### src/rtl/lc3b_types.sv
// Shared LC-3b types: memory word/cache-block widths and arbiter enums.
package lc3b_types;

    typedef logic [15:0]  lc3b_word;
    typedef logic [127:0] lc3b_c_block;

    // Arbiter FSM states
    typedef enum logic [1:0] {
        IDLE    = 2'd0,
        SERVE_I = 2'd1,
        SERVE_D = 2'd2
    } arb_state_t;

    // Grant id; reset value DCACHE lets the I-cache win the first tie
    typedef enum logic {
        ICACHE = 1'b0,
        DCACHE = 1'b1
    } arb_grant_t;

endpackage

### src/rtl/cache_arbiter.sv
// Round-robin arbiter sharing one physical memory port between the I- and
// D-caches. A granted request is captured and replayed from registers so the
// memory sees stable address/data/op until it responds.
module cache_arbiter
    import lc3b_types::*;
(
    input  logic        clk,
    input  logic        reset_n,

    input  logic        i_pmem_read,
    input  logic        i_pmem_write,
    input  lc3b_word    i_pmem_address,
    input  lc3b_c_block i_pmem_wdata,
    output lc3b_c_block i_pmem_rdata,
    output logic        i_pmem_resp,

    input  logic        d_pmem_read,
    input  logic        d_pmem_write,
    input  lc3b_word    d_pmem_address,
    input  lc3b_c_block d_pmem_wdata,
    output lc3b_c_block d_pmem_rdata,
    output logic        d_pmem_resp,

    output logic        pmem_read,
    output logic        pmem_write,
    output lc3b_word    pmem_address,
    output lc3b_c_block pmem_wdata,
    input  lc3b_c_block pmem_rdata,
    input  logic        pmem_resp
);

    arb_state_t  state_q, state_d;
    arb_grant_t  last_grant_q, last_grant_d;
    lc3b_word    addr_q, addr_d;
    lc3b_c_block wdata_q, wdata_d;
    logic        write_q, write_d;

    logic i_req, d_req;

    assign i_req = i_pmem_read | i_pmem_write;
    assign d_req = d_pmem_read | d_pmem_write;

    // State, round-robin history and captured request registers
    always_ff @(posedge clk or negedge reset_n) begin
        if (!reset_n) begin
            state_q      <= IDLE;
            last_grant_q <= DCACHE;
            addr_q       <= '0;
            wdata_q      <= '0;
            write_q      <= 1'b0;
        end else begin
            state_q      <= state_d;
            last_grant_q <= last_grant_d;
            addr_q       <= addr_d;
            wdata_q      <= wdata_d;
            write_q      <= write_d;
        end
    end

    // Next-state: grant in IDLE (round-robin on a tie), hold SERVE until resp.
    // Write wins when a client raises read and write together.
    always_comb begin
        state_d      = state_q;
        last_grant_d = last_grant_q;
        addr_d       = addr_q;
        wdata_d      = wdata_q;
        write_d      = write_q;
        case (state_q)
            IDLE: begin
                if (i_req && !(d_req && last_grant_q == ICACHE)) begin
                    state_d      = SERVE_I;
                    last_grant_d = ICACHE;
                    addr_d       = i_pmem_address;
                    wdata_d      = i_pmem_wdata;
                    write_d      = i_pmem_write;
                end else if (d_req) begin
                    state_d      = SERVE_D;
                    last_grant_d = DCACHE;
                    addr_d       = d_pmem_address;
                    wdata_d      = d_pmem_wdata;
                    write_d      = d_pmem_write;
                end
            end
            SERVE_I, SERVE_D: begin
                if (pmem_resp) state_d = IDLE;
            end
            default: state_d = IDLE;
        endcase
    end

    // Output mux: memory side from captured registers, response routed
    // straight through to the granted client only
    always_comb begin
        pmem_read    = 1'b0;
        pmem_write   = 1'b0;
        pmem_address = '0;
        pmem_wdata   = '0;
        i_pmem_rdata = '0;
        i_pmem_resp  = 1'b0;
        d_pmem_rdata = '0;
        d_pmem_resp  = 1'b0;
        case (state_q)
            SERVE_I: begin
                pmem_read    = ~write_q;
                pmem_write   = write_q;
                pmem_address = addr_q;
                pmem_wdata   = wdata_q;
                i_pmem_rdata = pmem_rdata;
                i_pmem_resp  = pmem_resp;
            end
            SERVE_D: begin
                pmem_read    = ~write_q;
                pmem_write   = write_q;
                pmem_address = addr_q;
                pmem_wdata   = wdata_q;
                d_pmem_rdata = pmem_rdata;
                d_pmem_resp  = pmem_resp;
            end
            default: ;
        endcase
    end

endmodule

### config.mk
export PLATFORM = sky130hd
export DESIGN_NAME = cache_arbiter
export DESIGN_NICKNAME = d
export VERILOG_FILES = /design/src/rtl/lc3b_types.sv /design/src/rtl/cache_arbiter.sv
export SDC_FILE = /design/constraint.sdc
export NUM_CORES = 1
export LEC_CHECK = 0
export ABC_CLOCK_PERIOD_IN_PS = 3600
export BUFFER_PORTS_ARGS = -buffer_cell sky130_fd_sc_hd__buf_2
export CELL_PAD_IN_SITES_DETAIL_PLACEMENT = 0
export CELL_PAD_IN_SITES_GLOBAL_PLACEMENT = 1
export CORE_AREA = 2 2 324 326
export DETAILED_ROUTE_END_ITERATION = 7
export DIE_AREA = 0 0 326 328
export GPL_TIMING_DRIVEN = 0
export PLACE_DENSITY = 0.4
export SYNTH_ARGS = -nofsm -noshare
export SYNTH_HDL_FRONTEND = slang
export SYNTH_SLANG_ARGS = --single-unit
### constraint.sdc
create_clock -name clk -period 3.6 [get_ports clk]
set_clock_uncertainty 0.05 [all_clocks]
set_input_delay 0.36 -clock clk [delete_from_list [all_inputs] [get_ports clk]]
set_output_delay 0.36 -clock clk [all_outputs]
set_load 0.02 [all_outputs]
==> qor.csv, run 1 <==
metric,value,unit
outcome,finished clean,
fp-row-count,118,
synth_cells,1293,
grt_setup_unrepaired,false,
avgSynthCellArea,7.65,µm²
drv_cap,0,
ys_seq_area_frac,0.374,
fin_cells,3629,
hpwl,76.2,mm
postRouteAntennaNets,0,
reg2regPathDepth,5,
yosys-top-cells-area,"dfrtp_1 37%, and2_1 25%, a31oi_1 9.1%, o21ai_0 7.4%, a21oi_1 7.3%",
p_leak,0.00832,µW
max_slew_margin,0.257,
drive_gt1_frac,0.409,
routed_wirelength,91.2,mm
clk_path_buf_depth,2,
coreArea,0.103,mm²
hold_path_class,primary input to flop,
pwr-share-seq,0.195,
switching_share,0.555,
setup_viol,0,
grt.total_usage,0.165,
nNetsFinal,2631,
netSwitchingPower,8560,µW
pwr-share-comb,0.673,
numCtsBuffers,17,
critical_path_required,3.19,ns
synth.top_cell.area_share,0.372,
grt_pass1_vias,13756,
cp.arrival,2.94,ns
cellInternalPower,6870,µW
synth_nets,1719,
syn_area,0.00989,mm²
via_per_inst,3.70,
critical_path_class,flop to output port,
dieWidth,326,µm
grt_pass1_wl,120,mm
clock_power_share,0.132,
routedWlPerCell,25.1,µm
dr.pass1.iters,5,
place_congestion,0.900,
grt_overflow,0,
via_count,13440,
powerDensity,901,mW/mm²
fin_crit_sh,0.931,
cts_tree,yes,
grt_max_degree,85,
syn2layout_area_growth,73.2,%
dp.cells,3500,
yosys_warnings,0,
crit_fanout,10,
drc,0,
drv_slew,0,
drtIter0Drc,667,
antenna_found_initial,87,
num_io_pins,827,
whs,0.0553,ns
timing.final.hold_violations,0,
final.min_clock_period,3.35,ns
die_area,0.107,mm²
synth_seq_cells,148,
die_h,328,µm
tightest_slew,1.10,ns
critPathCaptureType,output port,
clk_latency,0.51,ns
port_buffers,826,
hold_depth,3,
cts_max_level,4,
yosys.area.top_type,dfrtp_1,
cts_root_buf,clkbuf_16,
synth_cell_types,26,
start_util,0.0959,
clkTransAtPathRegs,0.08,ns
cts.sinks,148,
cp-start-kind,flop,
clock.fmax,298,MHz
peakVddDrop,0.000493,V
-- cell usage in the layout (no fill, tap or decap) --
| master | instances |
|---|---|
| buf_1 | 6 |
| a2bb2oi_1 | 1 |
| dlygate4sd3_1 | 66 |
| a31oi_1 | 144 |
| o31ai_1 | 1 |
| nor3b_1 | 1 |
| inv_8 | 2 |
| o22ai_1 | 1 |
| buf_16 | 1 |
| diode_2 | 31 |
| o21ai_0 | 146 |
| ha_1 | 3 |
| buf_4 | 6 |
| o41a_1 | 1 |
| clkinvlp_4 | 3 |
| o41ai_4 | 1 |
| o32ai_1 | 1 |
| clkbuf_2 | 6 |
| inv_6 | 3 |
| bufinv_16 | 2 |
| clkbuf_16 | 17 |
| clkinv_4 | 2 |
| o21ba_2 | 1 |
| nor2_1 | 147 |
| buf_8 | 1 |
| inv_1 | 3 |
| clkinv_2 | 1 |
| buf_2 | 858 |
| nand2_1 | 3 |
| o21bai_1 | 1 |
| dfstp_2 | 1 |
| or2_2 | 1 |
| clkbuf_1 | 90 |
| clkinv_8 | 1 |
| nor4_1 | 1 |
| a21oi_1 | 145 |
| and2_1 | 403 |
| dfrtp_1 | 147 |
-- per-stage QoR --
stage          TNS [ns]  worst slack (ns)  area (µm²)  total power [µW]  utilization
6_report              0             0.247       17100             15400        0.166
4_1_cts               0            0.0678       17100             15800        0.165
3_5_place_dp          0             0.401       15800             13600        0.153
3_3_place_gp    -168.57             -1.22       15800             13700        0.153
5_1_grt               0            0.0883       17100             16600        0.165
2_1_floorplan         0              1.81        9890              8940            -
-- synthesized netlist by cell type --
cell and number:
a2bb2oi_1 1, nand2_1 3, and2_1 403, dfrtp_1 147, buf_1 6, o21ba_2 1
ha_1 3, o21bai_1 1, a31oi_1 144, o41ai_4 1, buf_4 6, dfstp_2 1
inv_1 3, clkbuf_1 93, o21ai_0 146, clkbuf_2 2, nor4_1 1, nor2_1 147
o32ai_1 1, nor3b_1 1, buf_2 33, o22ai_1 1, o31ai_1 1, or2_2 1
a21oi_1 145, o41a_1 1
-- cell families (layout without fill, tap and decap cells) --
family,count (synthesis),count (layout),synth area share
buf+inv,143,1068,0.0610
simple gates,556,556,0.314
fa+ha+maj,3,3,0.00379
compound gates,443,443,0.247
flops,148,148,0.374
other cells,0,31,0
-- final cells by class --
class	count	area, µm²
flip-flops and latches	148	3700
clock inverters	14	170
multi-input cells	1002	5590
plain buffers	140	597
well taps	1380	1730
repair buffers	893	4830
inverters	3	11.3
clock buffers	18	429
fillers	12127	86100
diodes	31	77.6
-- power groups by stage --
stage               Sequential (µW)  Clock (µW)  Combinational (µW)
global placement               3030           0               10600
floorplan                      2840           0                6100
CTS                            3010        2160               10700
finish                         3010        2040               10400
detailed placement             3030           0               10600
global route                   3110        2170               11300
-- per-layer routing --
layer  wire length (µm)  vias up  GRT usage
li1                   -     6252          -
met1              36000     6414      0.192
met2              46300      606      0.294
met3               6820      130     0.0459
met4               1790       38     0.0430
met5                248        -          0
-- worst paths after layout --
kind                                   startpoint           endpoint  slack [ns]
worst max register to register       last_grant_q          addr_q[0]        1.03
min in group asynchronous                 reset_n        wdata_q[59]        0.38
max in group asynchronous                 reset_n         addr_q[13]        2.09
worst max-delay path                   state_q[1]  i_pmem_rdata[101]        0.25
worst min-delay path            d_pmem_wdata[106]       wdata_q[106]        0.06
worst min register to register       last_grant_q       last_grant_q        0.47
-- critical path, cell delays in order (launching register included) --
cell and delay, ns:
dfrtp_1 0.38, inv_1 0.12, ha_1 0.34, clkbuf_1 0.61
clkbuf_1 0.45, and2_1 0.30, buf_2 0.20
-- sequential cells by signal, summed over array words and instances (netlist names) --
| name | flops |
|---|---|
| last_grant_q | 1 |
| write_q | 1 |
| wdata_q | 128 |
| addr_q | 16 |
| state_q | 2 |
-- what timing repair did --
| action | 4_1_cts | 5_1_grt |
|---|---|---|
| hold buffers | 66 | 0 |
| gates resized for setup | 3 | 0 |
| setup endpoints to repair | 13 | 0 |
| buffers inserted | 0 | 0 |
| hold endpoints to repair | 128 | 0 |
No activity file was read; power rests on OpenSTA's default activity.
==> run 2, diff against run 1 <==
--- a/config.mk
+++ b/config.mk
@@ -13,7 +13,8 @@
 export DETAILED_ROUTE_END_ITERATION = 7
 export DIE_AREA = 0 0 326 328
 export GPL_TIMING_DRIVEN = 0
-export PLACE_DENSITY = 0.4
+export PLACE_DENSITY_LB_ADDON = 0.25
+export SKIP_CTS_REPAIR_TIMING = 1
 export SYNTH_ARGS = -nofsm -noshare
 export SYNTH_HDL_FRONTEND = slang
 export SYNTH_SLANG_ARGS = --single-unit
==> run 2 against run 1 <==
  * Routed wire length grew 0.31%
  * Sequential power barely moved
  * Sequential share of layout area increased by 0.89 points
  * First-iteration DRC count down 1.2%
  * Clock power decreased by 6%
  * Register-to-register slack about the same
  * Global-route usage grew 0.090 points
  * Critical path type unchanged
  * Critical endpoint is now pmem_wdata[35]
  * Largest power group unchanged
==> qor.csv, run 2 (same netlist as run 1, synthesis figures left out) <==
metric,value,unit,change
via_per_inst,3.71,,+0.12%
place_congestion,0.952,,+5.8%
port_buffers,826,,unchanged
crit_end,pmem_wdata[35],,
worst_slack,0.272,ns,+0.0256 ns
routed_wirelength,91.5,mm,+0.31%
syn2layout_area_growth,66.3,%,
cts_max_level,4,,unchanged
outcome,finished clean,,
grt_pass1_vias,13651,,-0.76%
multi_input_area,0.00559,mm²,unchanged
fp-row-count,118,,unchanged
cp.arrival,2.92,ns,-0.02 ns
clock.fmax,301,MHz,+0.77%
powerDensity,932,mW/mm²,+3.5%
dieWidth,326,µm,unchanged
reg.largest.list,"wdata_q x128, addr_q x16, state_q x2",,
pre_cts_ws,0.267,ns,-0.135 ns
drtIter0Drc,659,,-1.2%
peakVddDrop,0.000377,V,-23%
max_slew_margin,0.173,,-0.0832
drc,0,,unchanged
critical_path_class,flop to output port,,
clk_latency,0.51,ns,about the same
cts.sinks,148,,unchanged
via_count,13193,,-1.8%
tightest_slew,1.24,ns,+0.136 ns
setup_viol,0,,unchanged
routedWlPerCell,25.7,µm,+2.3%
hold_depth,3,,unchanged
fillers,12140,,+0.11%
drv_slew,0,,unchanged
grt.total_usage,0.165,,+0.000899
r2r-end,addr_q[0],,
antenna_found_initial,76,,-13%
fin_crit_sh,0.924,,-0.00711
seq_area,0.00370,mm²,unchanged
cp-startpoint,state_q[1],,
regMostFlops,wdata_q,,
grt_pass1_wl,121,mm,+0.57%
clk_path_buf_depth,2,,unchanged
largest_reg_flops,128,,unchanged
r2r_start,last_grant_q,,
cts_root_buf,clkbuf_16,,
finalPower,15300,µW,-0.60%
cp-start-kind,flop,,
final.min_clock_period,3.33,ns,-0.0256 ns
cts_tree,yes,,
nNetsFinal,2567,,-2.4%
drive_gt1_frac,0.422,,+0.0126
p_leak,0.00805,µW,-3.3%
crit_fanout,10,,unchanged
grt_max_degree,86,,+1.2%
grt_setup_unrepaired,false,,
die_h,328,µm,unchanged
setup-tns-final,0,ns,unchanged
hpwl,76.6,mm,+0.46%
postRouteAntennaNets,0,,unchanged
clkTransAtPathRegs,0.09,ns,about the same
numCtsBuffers,17,,unchanged
hold_path_class,primary input to flop,,
dr.pass1.iters,4,,-1
reg2regPathDepth,5,,unchanged
num_io_pins,827,,unchanged
grt_overflow,0,,unchanged
critical_path_required,3.19,ns,about the same
reg2reg_setup_slack,1.02,ns,about the same
critPathCaptureType,output port,,
final_common_cell,buf_2,,
final_cell_mix,"858 x buf_2, 403 x and2_1, 147 x nor2_1, 147 x dfrtp_1, 146 x o21ai_0",,
coreArea,0.103,mm²,unchanged
drv_cap,0,,unchanged
die_area,0.107,mm²,unchanged
start_util,0.0959,,unchanged
timing.final.hold_violations,0,,unchanged
==> run 2: changes by cell type in the layout (fill, tap and decap cells not counted) <==
cell,before,now
clkbuf_8,0,2
clkinv_4,2,3
bufinv_16,2,0
diode_2,31,24
clkbuf_1,90,88
clkdlybuf4s15_1,0,1
dlygate4sd3_1,66,2
==> run 2: per-stage QoR <==
step	instances	hold slack [ns]	utilization	instance area (µm²)
6_report	3558	0.0389	0.159	16500
5_1_grt	3539	0.00761	0.159	16400
4_1_cts	3532	-0.235	0.159	16400
3_5_place_dp	3500	0.348	0.153	15800
3_3_place_gp	3499	0.446	0.153	15800
2_1_floorplan	1293	0.0144	-	9890
==> run 2: final cells by class <==
class	instances	area share
flip-flops and latches	148	0.225
clock inverters	13	0.00722
inverters	3	0.000684
plain buffers	140	0.0366
repair buffers	829	0.255
multi-input cells	1002	0.339
diodes	24	0.00365
clock buffers	19	0.0275
well taps	1380	0.105
==> run 2: metal layers <==
layer | vias up | wire length, µm | track usage
met5 | - | 337 | 0
met4 | 50 | 1140 | 0.0340
met3 | 113 | 7150 | 0.0559
met2 | 545 | 46200 | 0.292
met1 | 6371 | 36700 | 0.193
li1 | 6114 | - | -
==> run 2: worst min-delay path by stage <==
stage,from,to,slack (ns)
global placement,last_grant_q,last_grant_q,0.45
detailed placement,reset_n,wdata_q[22],0.35
global route,d_pmem_wdata[86],wdata_q[86],0.008
finish,d_pmem_wdata[93],wdata_q[93],0.04
floorplan,reset_n,addr_q[0],0.01
CTS,reset_n,wdata_q[26],-0.24
==> run 2: where the power goes <==
part / internal (µW) / switching (µW)
logic: 3260 / 7190
registers: 2540 / 440
clock network: 940 / 976
total: 6740 / 8600
==> run 2: critical path, stage by stage (launching register included) <==
cell and delay, ns:
dfrtp_1 0.35, inv_1 0.08, ha_1 0.29, clkbuf_1 0.72, clkbuf_1 0.45, and2_1 0.28
buf_2 0.21
